File: src/rtl/cpu_sequencer_if.sv
// rtl/cpu_sequencer_if.sv - control handshake and strobe bundle between sequencer and datapath
interface cpu_sequencer_if;
    logic        I_halt;
    logic        I_mem_ready;
    logic        I_is_mem;
    logic [2:0]  O_state;
    logic        O_fetch_en;
    logic        O_dec_en;
    logic        O_reg_en;
    logic        O_alu_en;
    logic        O_mem_en;
    logic        O_wb_en;
    logic        O_pc_inc;
    logic        O_halted;
    logic        O_fault;
    logic [15:0] O_inst_count;

    // Sequencer side: samples requests, drives stage strobes
    modport master (
        input  I_halt, I_mem_ready, I_is_mem,
        output O_state, O_fetch_en, O_dec_en, O_reg_en, O_alu_en, O_mem_en,
               O_wb_en, O_pc_inc, O_halted, O_fault, O_inst_count
    );

    // Datapath side: drives requests, consumes stage strobes
    modport slave (
        output I_halt, I_mem_ready, I_is_mem,
        input  O_state, O_fetch_en, O_dec_en, O_reg_en, O_alu_en, O_mem_en,
               O_wb_en, O_pc_inc, O_halted, O_fault, O_inst_count
    );
endinterface

File: src/rtl/cpu_sequencer.sv
// rtl/cpu_sequencer.sv - multi-cycle fetch/decode/execute sequencer with wait-state timeout
module cpu_sequencer #(
    parameter int unsigned TIMEOUT = 15
) (
    input  logic            I_clk,
    input  logic            I_rst,
    cpu_sequencer_if.master bus
);

    typedef enum logic [2:0] {
        S_IDLE    = 3'd0,
        S_FETCH   = 3'd1,
        S_DECODE  = 3'd2,
        S_REGREAD = 3'd3,
        S_ALU     = 3'd4,
        S_MEM     = 3'd5,
        S_WB      = 3'd6,
        S_HALT    = 3'd7
    } state_t;

    localparam logic [7:0] WAIT_LAST = 8'(TIMEOUT - 1);

    state_t      state;
    logic [7:0]  outs;       // {fetch, dec, reg, alu, mem, wb, pc_inc, halted}
    logic        fault;
    logic [15:0] inst_count;
    logic [7:0]  wait_cnt;

    // Strobe pattern for a state; registered together with the state so every
    // output comes straight from a flop.
    function automatic logic [7:0] dec_outs(input state_t s);
        case (s)
            S_FETCH:   dec_outs = 8'b1000_0000;
            S_DECODE:  dec_outs = 8'b0100_0000;
            S_REGREAD: dec_outs = 8'b0010_0000;
            S_ALU:     dec_outs = 8'b0001_0000;
            S_MEM:     dec_outs = 8'b0000_1000;
            S_WB:      dec_outs = 8'b0000_0110;
            S_HALT:    dec_outs = 8'b0000_0001;
            default:   dec_outs = 8'b0000_0000;
        endcase
    endfunction

    // Sequencer state, wait counter, fault flag and retirement counter
    always_ff @(posedge I_clk) begin
        if (I_rst) begin
            state      <= S_IDLE;
            outs       <= 8'd0;
            fault      <= 1'b0;
            inst_count <= 16'd0;
            wait_cnt   <= 8'd0;
        end else begin
            case (state)
                S_IDLE: begin
                    if (bus.I_halt) begin
                        state <= S_HALT;
                        outs  <= dec_outs(S_HALT);
                    end else begin
                        state    <= S_FETCH;
                        outs     <= dec_outs(S_FETCH);
                        wait_cnt <= 8'd0;
                    end
                end
                S_FETCH: begin
                    if (bus.I_mem_ready) begin
                        // Ready wins even on the final allowed wait cycle
                        state    <= S_DECODE;
                        outs     <= dec_outs(S_DECODE);
                        wait_cnt <= 8'd0;
                    end else if (wait_cnt == WAIT_LAST) begin
                        fault <= 1'b1;
                        state <= S_HALT;
                        outs  <= dec_outs(S_HALT);
                    end else begin
                        wait_cnt <= wait_cnt + 8'd1;
                    end
                end
                S_DECODE: begin
                    state <= S_REGREAD;
                    outs  <= dec_outs(S_REGREAD);
                end
                S_REGREAD: begin
                    state <= S_ALU;
                    outs  <= dec_outs(S_ALU);
                end
                S_ALU: begin
                    if (bus.I_is_mem) begin
                        state    <= S_MEM;
                        outs     <= dec_outs(S_MEM);
                        wait_cnt <= 8'd0;
                    end else begin
                        state <= S_WB;
                        outs  <= dec_outs(S_WB);
                    end
                end
                S_MEM: begin
                    if (bus.I_mem_ready) begin
                        state    <= S_WB;
                        outs     <= dec_outs(S_WB);
                        wait_cnt <= 8'd0;
                    end else if (wait_cnt == WAIT_LAST) begin
                        fault <= 1'b1;
                        state <= S_HALT;
                        outs  <= dec_outs(S_HALT);
                    end else begin
                        wait_cnt <= wait_cnt + 8'd1;
                    end
                end
                S_WB: begin
                    // Retirement is counted on the edge leaving writeback
                    inst_count <= inst_count + 16'd1;
                    if (bus.I_halt) begin
                        state <= S_HALT;
                        outs  <= dec_outs(S_HALT);
                    end else begin
                        state    <= S_FETCH;
                        outs     <= dec_outs(S_FETCH);
                        wait_cnt <= 8'd0;
                    end
                end
                S_HALT: begin
                    // A fault makes HALT terminal until reset
                    if (!fault && !bus.I_halt) begin
                        state    <= S_FETCH;
                        outs     <= dec_outs(S_FETCH);
                        wait_cnt <= 8'd0;
                    end
                end
                default: begin
                    state <= S_IDLE;
                    outs  <= 8'd0;
                end
            endcase
        end
    end

    assign bus.O_state      = state;
    assign bus.O_fetch_en   = outs[7];
    assign bus.O_dec_en     = outs[6];
    assign bus.O_reg_en     = outs[5];
    assign bus.O_alu_en     = outs[4];
    assign bus.O_mem_en     = outs[3];
    assign bus.O_wb_en      = outs[2];
    assign bus.O_pc_inc     = outs[1];
    assign bus.O_halted     = outs[0];
    assign bus.O_fault      = fault;
    assign bus.O_inst_count = inst_count;

endmodule
File: src/flat_wrapper.sv
// flat-port wrapper written by rule: the top's interface ports become plain ports
module cpu_sequencer_flat 
#(
    parameter int unsigned TIMEOUT = 15
)
  (I_clk, I_rst, bus_I_halt, bus_I_mem_ready, bus_I_is_mem, bus_O_state, bus_O_fetch_en, bus_O_dec_en, bus_O_reg_en, bus_O_alu_en, bus_O_mem_en, bus_O_wb_en, bus_O_pc_inc, bus_O_halted, bus_O_fault, bus_O_inst_count);
  cpu_sequencer_if bus_i ();
  input  logic I_clk;
  input  logic I_rst;
  input wire logic [$bits(bus_i.I_halt)-1:0] bus_I_halt;
  input wire logic [$bits(bus_i.I_mem_ready)-1:0] bus_I_mem_ready;
  input wire logic [$bits(bus_i.I_is_mem)-1:0] bus_I_is_mem;
  output wire logic [$bits(bus_i.O_state)-1:0] bus_O_state;
  output wire logic [$bits(bus_i.O_fetch_en)-1:0] bus_O_fetch_en;
  output wire logic [$bits(bus_i.O_dec_en)-1:0] bus_O_dec_en;
  output wire logic [$bits(bus_i.O_reg_en)-1:0] bus_O_reg_en;
  output wire logic [$bits(bus_i.O_alu_en)-1:0] bus_O_alu_en;
  output wire logic [$bits(bus_i.O_mem_en)-1:0] bus_O_mem_en;
  output wire logic [$bits(bus_i.O_wb_en)-1:0] bus_O_wb_en;
  output wire logic [$bits(bus_i.O_pc_inc)-1:0] bus_O_pc_inc;
  output wire logic [$bits(bus_i.O_halted)-1:0] bus_O_halted;
  output wire logic [$bits(bus_i.O_fault)-1:0] bus_O_fault;
  output wire logic [$bits(bus_i.O_inst_count)-1:0] bus_O_inst_count;
  assign bus_i.I_halt = bus_I_halt;
  assign bus_i.I_mem_ready = bus_I_mem_ready;
  assign bus_i.I_is_mem = bus_I_is_mem;
  assign bus_O_state = bus_i.O_state;
  assign bus_O_fetch_en = bus_i.O_fetch_en;
  assign bus_O_dec_en = bus_i.O_dec_en;
  assign bus_O_reg_en = bus_i.O_reg_en;
  assign bus_O_alu_en = bus_i.O_alu_en;
  assign bus_O_mem_en = bus_i.O_mem_en;
  assign bus_O_wb_en = bus_i.O_wb_en;
  assign bus_O_pc_inc = bus_i.O_pc_inc;
  assign bus_O_halted = bus_i.O_halted;
  assign bus_O_fault = bus_i.O_fault;
  assign bus_O_inst_count = bus_i.O_inst_count;
  cpu_sequencer #(.TIMEOUT(TIMEOUT)) u_core (.I_clk(I_clk), .I_rst(I_rst), .bus(bus_i));
endmodule
File: config.mk
export PLATFORM = sky130hd
export DESIGN_NAME = cpu_sequencer_flat
export DESIGN_NICKNAME = d
export VERILOG_FILES = /design/src/rtl/cpu_sequencer_if.sv /design/src/rtl/cpu_sequencer.sv /design/src/flat_wrapper.sv
export SDC_FILE = /design/constraint.sdc
export NUM_CORES = 1
export LEC_CHECK = 0
export CELL_PAD_IN_SITES_DETAIL_PLACEMENT = 1
export CELL_PAD_IN_SITES_GLOBAL_PLACEMENT = 1
export CORE_MARGIN = 10
export CORE_UTILIZATION = 40
export CTS_CLUSTER_DIAMETER = 150
export DETAILED_ROUTE_END_ITERATION = 16
export HOLD_SLACK_MARGIN = 0.02
export MAX_ROUTING_LAYER = met4
export PLACE_DENSITY = 0.85
export SYNTH_ARGS = -nofsm -noshare
export SYNTH_HDL_FRONTEND = slang
export SYNTH_SLANG_ARGS = --single-unit
File: constraint.sdc
create_clock -name I_clk -period 4.8 [get_ports I_clk]
set_input_delay 0.72 -clock I_clk [delete_from_list [all_inputs] [get_ports I_clk]]
set_output_delay 0.72 -clock I_clk [all_outputs]
set_load 0.1 [all_outputs]
==> flow_metrics.env, run 1 <==
export IMPL_synthFlopType="dfxtp_1"
export IMPL_leakagePower_nw=0.7718
export IMPL_max_stage_delay_ns=1.23
export IMPL_drive_gt1_share_pct=4.310
export IMPL_tightest_slew_ns=1.124
export IMPL_final_cells=282
export IMPL_cts_clk_slew_worst_paths_ns=0.07
export IMPL_die_h_um=84.91
export IMPL_timing_hold_ws_ns=0.4539
export IMPL_io_buffer_count=32
export IMPL_ctsHoldBuffers=0
export IMPL_finalCritPeriodShare_pct=59.65
export IMPL_ys_seq_area_share_pct=42.76
export IMPL_grt_ovfl_total=0
export IMPL_grt_pass1_vias=1555
export IMPL_dieArea_um2=7210
export IMPL_wl_per_cell_um=16.28
export IMPL_yosys_area_top_type="dfxtp_1"
export IMPL_cp_start_kind="register"
export IMPL_avgSynthCellArea_um2=8.427
export IMPL_grt_setup_unrepaired="no"
export IMPL_dp_cells=274
export IMPL_grtUsageTotal_pct=13.25
export IMPL_grt_max_degree=31
export IMPL_cts_made_buffers=5
export IMPL_ys_warn_count=0
export IMPL_vias_per_cell=5.418
export IMPL_fin_tns_setup_ns=0
export IMPL_drt_pass1_iterations=4
export IMPL_endpoint="bus_O_state[0]"
export IMPL_cts_resized=0
export IMPL_synth_commonest_cells="36 x dfxtp_1, 36 x nor2_1, 14 x nand2_1"
export IMPL_gp_congestion=0.8572
export IMPL_worstRegToRegCells=5
export IMPL_slowest_stage="clkdlybuf4s50_1"
export IMPL_final_nets=239
export IMPL_synth_nets=208
export IMPL_yosysTopAreaCellShare_pct=42.76
export IMPL_vdd_drop_max_mv=0.2023
export IMPL_critPathLaunch="u_core.bus.O_state[0]$_SDFFE_PP0P_"
export IMPL_insertion_delay_ns=0.28
export IMPL_core_area_um2=4029
export IMPL_synthDistinctLibCells=40
export IMPL_slew_headroom_pct=24.86
export IMPL_cts_max_path_buffers=2
export IMPL_stdcell_area_um2=2120
export IMPL_ys_async_sr_fraction_pct=0
export IMPL_period_needed_ns=2.863
export IMPL_outcome="complete, no violations"
export IMPL_hpwl_mm=3.462
export IMPL_criticalPathCategory="register to output pin"
export IMPL_antenna_left=0
export IMPL_postCtsSetupBuffers=0
export IMPL_cts_sinks=36
export IMPL_skew_ns=0.002577
export IMPL_htree_num_levels=2
export IMPL_drc=0
export IMPL_syn_to_final_growth_pct=25.76
export IMPL_cp_required_ns=4.08
export IMPL_vias=1528
export IMPL_grt_pass1_wl_mm=7.831
export IMPL_cp_arrival_ns=2.14
export IMPL_cellPowerDensity_nw_per_um2=327.5
export IMPL_die_width_um=84.91
export IMPL_ys_ff_latch=36
export IMPL_drt_iter0_drc=30
export IMPL_cp_top_family="buffers and inverters"
export IMPL_num_io_pins=33
export IMPL_initial_core_util_pct=41.83
export IMPL_syn_cell_area_um2=1685
export IMPL_placed_cell_area_um2=2029
export IMPL_layout_setup_ws_ns=1.937
export IMPL_cp_max_fo=16
export IMPL_utilization_pct=52.61
export IMPL_cts_tree="built"
export IMPL_pre_cts_ws_ns=1.938
export IMPL_slew_viol_final=0
export IMPL_synth_area_top_cells="dfxtp_1 43%, nor2_1 8.0%, xor2_1 5.7%, a21oi_1 3.9%, xnor2_1 3.6%"
export IMPL_grt_antenna_before_repair=0
export IMPL_drt_wl_total_mm=4.592
export IMPL_worstSetupPathDepth=1
export IMPL_cts_root_buffer="clkbuf_8"
export IMPL_drv_cap=0
export IMPL_worstHoldPathType="register to register"
export IMPL_worst_path_buf_inv=1
export IMPL_n_antenna_cell=0
export IMPL_finalPower_mw=0.6942
export IMPL_max_freq_ghz=0.3493
export IMPL_num_rows=23
export IMPL_crit_path_end_kind="output pin"
export IMPL_path_cells="clkdlybuf4s50_1"
export IMPL_synth_cells=200
export IMPL_synth_edf_count=0
export IMPL_worstReg2RegStart="u_core.bus.O_state[0]$_SDFFE_PP0P_"
export IMPL_hold_viol=0
export IMPL_r2r_end="u_core.wait_cnt[3]$_SDFFE_PP0P_"
export IMPL_finalSetupViolCount=0
export IMPL_rrSetupSlack_ns=2.62
-- cell type report --
cell class	count	area (um2)
clock buffer	8	90.09
sequential	36	720.7
fill	493	1909
multi-input combinational	152	908.4
tap	50	62.56
timing repair buffer	32	320.3
inverter	4	17.52
-- how the worst min path moves through the flow --
stage | startpoint | end | slack [ns] | cells after the start
floorplan | u_core.wait_cnt[4]$_SDFFE_PP0P_ | u_core.wait_cnt[4]$_SDFFE_PP0P_ | 0.46 | 2
global placement | u_core.outs[2]$_SDFFE_PP0P_ | u_core.outs[2]$_SDFFE_PP0P_ | 0.44 | 1
detailed placement | u_core.outs[2]$_SDFFE_PP0P_ | u_core.outs[2]$_SDFFE_PP0P_ | 0.45 | 1
CTS | u_core.outs[2]$_SDFFE_PP0P_ | u_core.outs[2]$_SDFFE_PP0P_ | 0.46 | 1
global route | u_core.outs[2]$_SDFFE_PP0P_ | u_core.outs[2]$_SDFFE_PP0P_ | 0.50 | 1
finish | u_core.outs[2]$_SDFFE_PP0P_ | u_core.outs[2]$_SDFFE_PP0P_ | 0.45 | 1
-- report_power, final --
group	total [mW]	switching, mW	leakage [nW]	internal, mW
combinational	0.149	0.106	0.435	0.0423
clock	0.219	0.102	0.0455	0.117
sequential	0.326	0.0175	0.292	0.309
-- metal layers --
layer  share of wire (%)  up-vias  GRT usage, %
met5                   0        -             -
met4                0.52        0         3.593
met3                 3.0        3         3.346
met2                  51       20         22.58
met1                  45      742         15.01
li1                    -      763             -
-- cells in the final DEF, fill, tap and decap left out, types with 2 or more instances in the layout --
| cell | Yosys | final |
|---|---|---|
| a21oi_1 | 13 | 13 |
| and4_1 | 3 | 3 |
| clkdlybuf4s50_1 | 0 | 32 |
| inv_1 | 3 | 3 |
| nor2_1 | 36 | 36 |
| nand3_1 | 7 | 7 |
| nand4_1 | 9 | 9 |
| a32oi_1 | 2 | 2 |
| and3b_1 | 2 | 2 |
| xor2_1 | 11 | 11 |
| or3_1 | 3 | 3 |
| nand2_1 | 14 | 14 |
| xnor2_1 | 7 | 7 |
| a22oi_1 | 2 | 2 |
| dfxtp_1 | 36 | 36 |
| nor3_1 | 3 | 3 |
| nor4b_1 | 2 | 2 |
| ha_1 | 3 | 3 |
| nor2b_1 | 2 | 2 |
| and2_1 | 3 | 3 |
| clkbuf_1 | 6 | 2 |
| a21o_1 | 2 | 2 |
| o21ai_0 | 9 | 9 |
| clkbuf_8 | 0 | 6 |
| and3_1 | 4 | 4 |
| nand2b_1 | 2 | 2 |
-- registers in the layout, indices dropped and copies added, names as in the netlist --
register / count
u_core.bus.O_fault: 1
u_core.bus.O_inst_count: 16
u_core.bus.O_state: 3
u_core.outs: 8
u_core.wait_cnt: 8
-- kinds of logic after synthesis --
| group | share of synthesized area, % |
|---|---|
| buf+inv | 3.341 |
| xor+xnor | 9.354 |
| simple gates | 28.36 |
| compound gates | 13.36 |
| fa+ha+maj | 2.227 |
| mux | 0.5939 |
| flops | 42.76 |
-- worst reg2reg max path: stages (launching register included) --
cell and delay [ns]:
dfxtp_1 0.62, nor2b_1 0.12, o21ai_0 0.45, nand4_1 0.36, or3_1 0.41, a21oi_1 0.15
(Power assumes the default switching activity.)
==> run 2, diff against run 1 <==
--- a/config.mk
+++ b/config.mk
@@ -8,12 +8,12 @@
 export CELL_PAD_IN_SITES_DETAIL_PLACEMENT = 1
 export CELL_PAD_IN_SITES_GLOBAL_PLACEMENT = 1
 export CORE_MARGIN = 10
-export CORE_UTILIZATION = 40
+export CORE_UTILIZATION = 37
 export CTS_CLUSTER_DIAMETER = 150
 export DETAILED_ROUTE_END_ITERATION = 16
 export HOLD_SLACK_MARGIN = 0.02
 export MAX_ROUTING_LAYER = met4
-export PLACE_DENSITY = 0.85
+export PLACE_DENSITY = 0.79
 export SYNTH_ARGS = -nofsm -noshare
 export SYNTH_HDL_FRONTEND = slang
 export SYNTH_SLANG_ARGS = --single-unit
==> constraint.sdc (replaced) <==
create_clock -name I_clk -period 2.7 [get_ports I_clk]
set_input_delay 0.405 -clock I_clk [delete_from_list [all_inputs] [get_ports I_clk]]
set_output_delay 0.405 -clock I_clk [all_outputs]
set_load 0.1 [all_outputs]
==> run 2 against run 1 <==
Compared with the run above: combinational power grew 87%; count of clock-buffer cells in the layout shrank 3; worst hold slack gained 0.0039 ns; final area shrank 0.41%; clock power grew 120%; utilization shrank 4.5 points; total power grew 92%; critical path type is now input port to register; largest cell class unchanged.
==> flow_metrics.env, run 2 (synthesized netlist as in run 1, its figures left out) <==
export IMPL_outcome="complete, no violations"
export IMPL_ctsHoldBuffers=0
export IMPL_vias_per_cell=5.346
export IMPL_cts_made_buffers=5
export IMPL_cts_sinks=36
export IMPL_insertion_delay_ns=0.29
export IMPL_utilization_pct=48.14
export IMPL_drive_gt1_share_pct=18.99
export IMPL_seqCellArea_um2=720.7
export IMPL_path_cells="clkdlybuf4s50_1, nor2b_1, o21ai_0, nand4_1, or3_1, a21oi_1"
export IMPL_slew_headroom_pct=58.48
export IMPL_tightest_slew_ns=0.6163
export IMPL_hpwl_mm=3.334
export IMPL_drt_wl_total_mm=4.563
export IMPL_die_h_um=87.49
export IMPL_postCtsSetupBuffers=0
export IMPL_largest_register_ffs=16
export IMPL_htree_num_levels=2
export IMPL_max_freq_ghz=0.4801
export IMPL_fillers=533
export IMPL_n_antenna_cell=0
export IMPL_grt_ovfl_total=0
export IMPL_cp_required_ns=2.93
export IMPL_core_area_um2=4384
export IMPL_drv_cap=0
export IMPL_cp_top_family="simple AND/OR/NAND/NOR gates"
export IMPL_cp_start_kind="input port"
export IMPL_grt_pass1_vias=1568
export IMPL_grt_antenna_before_repair=0
export IMPL_finalCritPeriodShare_pct=77.15
export IMPL_num_io_pins=33
export IMPL_final_cells=289
export IMPL_mostFrequentLayoutCells="36 x nor2_1, 36 x dfxtp_1, 33 x buf_4"
export IMPL_criticalPathCategory="input port to register"
export IMPL_leakagePower_nw=0.8592
export IMPL_cts_resized=0
export IMPL_worstHoldPathType="register to register"
export IMPL_slowest_stage="clkdlybuf4s50_1"
export IMPL_slew_viol_final=0
export IMPL_grtUsageTotal_pct=12.70
export IMPL_initial_core_util_pct=38.44
export IMPL_vias=1545
export IMPL_gp_congestion=0.8296
export IMPL_skew_ns=0.006022
export IMPL_wl_per_cell_um=15.79
export IMPL_num_rows=24
export IMPL_cellPowerDensity_nw_per_um2=631.8
export IMPL_cts_root_buffer="clkbuf_8"
export IMPL_worst_path_buf_inv=1
export IMPL_dp_cells=281
export IMPL_drt_pass1_iterations=4
export IMPL_grt_pass1_wl_mm=7.638
export IMPL_grt_max_degree=17
export IMPL_finalSetupViolCount=0
export IMPL_die_width_um=87.49
export IMPL_cp_arrival_ns=2.31
export IMPL_final_nets=244
export IMPL_syn_to_final_growth_pct=25.24
export IMPL_crit_path_end_kind="register"
export IMPL_fin_tns_setup_ns=0
export IMPL_vdd_drop_max_mv=0.3550
export IMPL_dieArea_um2=7655
export IMPL_hold_viol=0
export IMPL_grt_setup_unrepaired="no"
export IMPL_cts_clk_slew_worst_paths_ns=0.08
export IMPL_io_buffer_count=32
export IMPL_cts_max_path_buffers=2
export IMPL_max_stage_delay_ns=0.42
export IMPL_drc=0
export IMPL_drt_iter0_drc=39
export IMPL_multi_input_area_um2=908.4
export IMPL_antenna_left=0
export IMPL_period_needed_ns=2.083
export IMPL_cts_tree="built"
export IMPL_cp_max_fo=7
==> run 2: changes by cell type in the layout (fill, tap and decap cells not counted) <==
cell             before  now
buf_4                 0   33
bufinv_16             0    1
clkbuf_1              2    0
clkbuf_8              6    5
clkdlybuf4s50_1      32    4
clkinv_2              0    1
clkinvlp_4            0    1
==> run 2: path summary, 6_finish.rpt <==
path                                                       from                         endpoint  slack (ns)  depth (start not counted)
worst min-delay path                u_core.outs[1]$_SDFFE_PP0P_      u_core.outs[1]$_SDFFE_PP0P_        0.46                          1
worst min register to register      u_core.outs[1]$_SDFFE_PP0P_      u_core.outs[1]$_SDFFE_PP0P_        0.46                          1
worst max-delay path                                 bus_I_halt  u_core.wait_cnt[4]$_SDFFE_PP0P_        0.62                          6
worst max register to register  u_core.wait_cnt[0]$_SDFFE_PP0P_      u_core.outs[6]$_SDFFE_PP0P_        0.69                          7
==> run 2: area by class of cell <==
type	instances	area share [%]
Inverter	4	0.8299
Sequential cell	36	34.14
Timing Repair Buffer	37	13.63
Clock inverter	3	2.015
Tap cell	52	3.082
Clock buffer	5	3.260
Multi-Input combinational cell	152	43.04
==> run 2: layer usage <==
layer | global-route usage (%) | up-vias | share of wire [%]
met5 | - | - | 0
met4 | 6.087 | 0 | 2.6
met3 | 2.996 | 11 | 3.3
met2 | 20.04 | 23 | 47
met1 | 14.77 | 741 | 47
li1 | - | 770 | -
==> run 2: metrics by stage <==
step / hold WS, ns / total power [mW] / setup WS (ns) / area [um2]
2_1_floorplan: 0.4644 / 0.7938 / 0.2123 / 1685
3_3_place_gp: 0.4422 / 0.8576 / 0.4367 / 1999
3_5_place_dp: 0.4462 / 0.8609 / 0.3314 / 1999
4_1_cts: 0.4660 / 1.347 / 0.6471 / 2111
5_1_grt: 0.5077 / 1.388 / 0.4462 / 2111
6_report: 0.4578 / 1.334 / 0.6170 / 2111
==> run 2: power by group <==
part	leakage, nW	internal (mW)	total, mW	switching, mW
Clock	0.0541	0.273	0.485	0.211
Sequential	0.292	0.549	0.570	0.0213
Combinational	0.513	0.0778	0.279	0.201
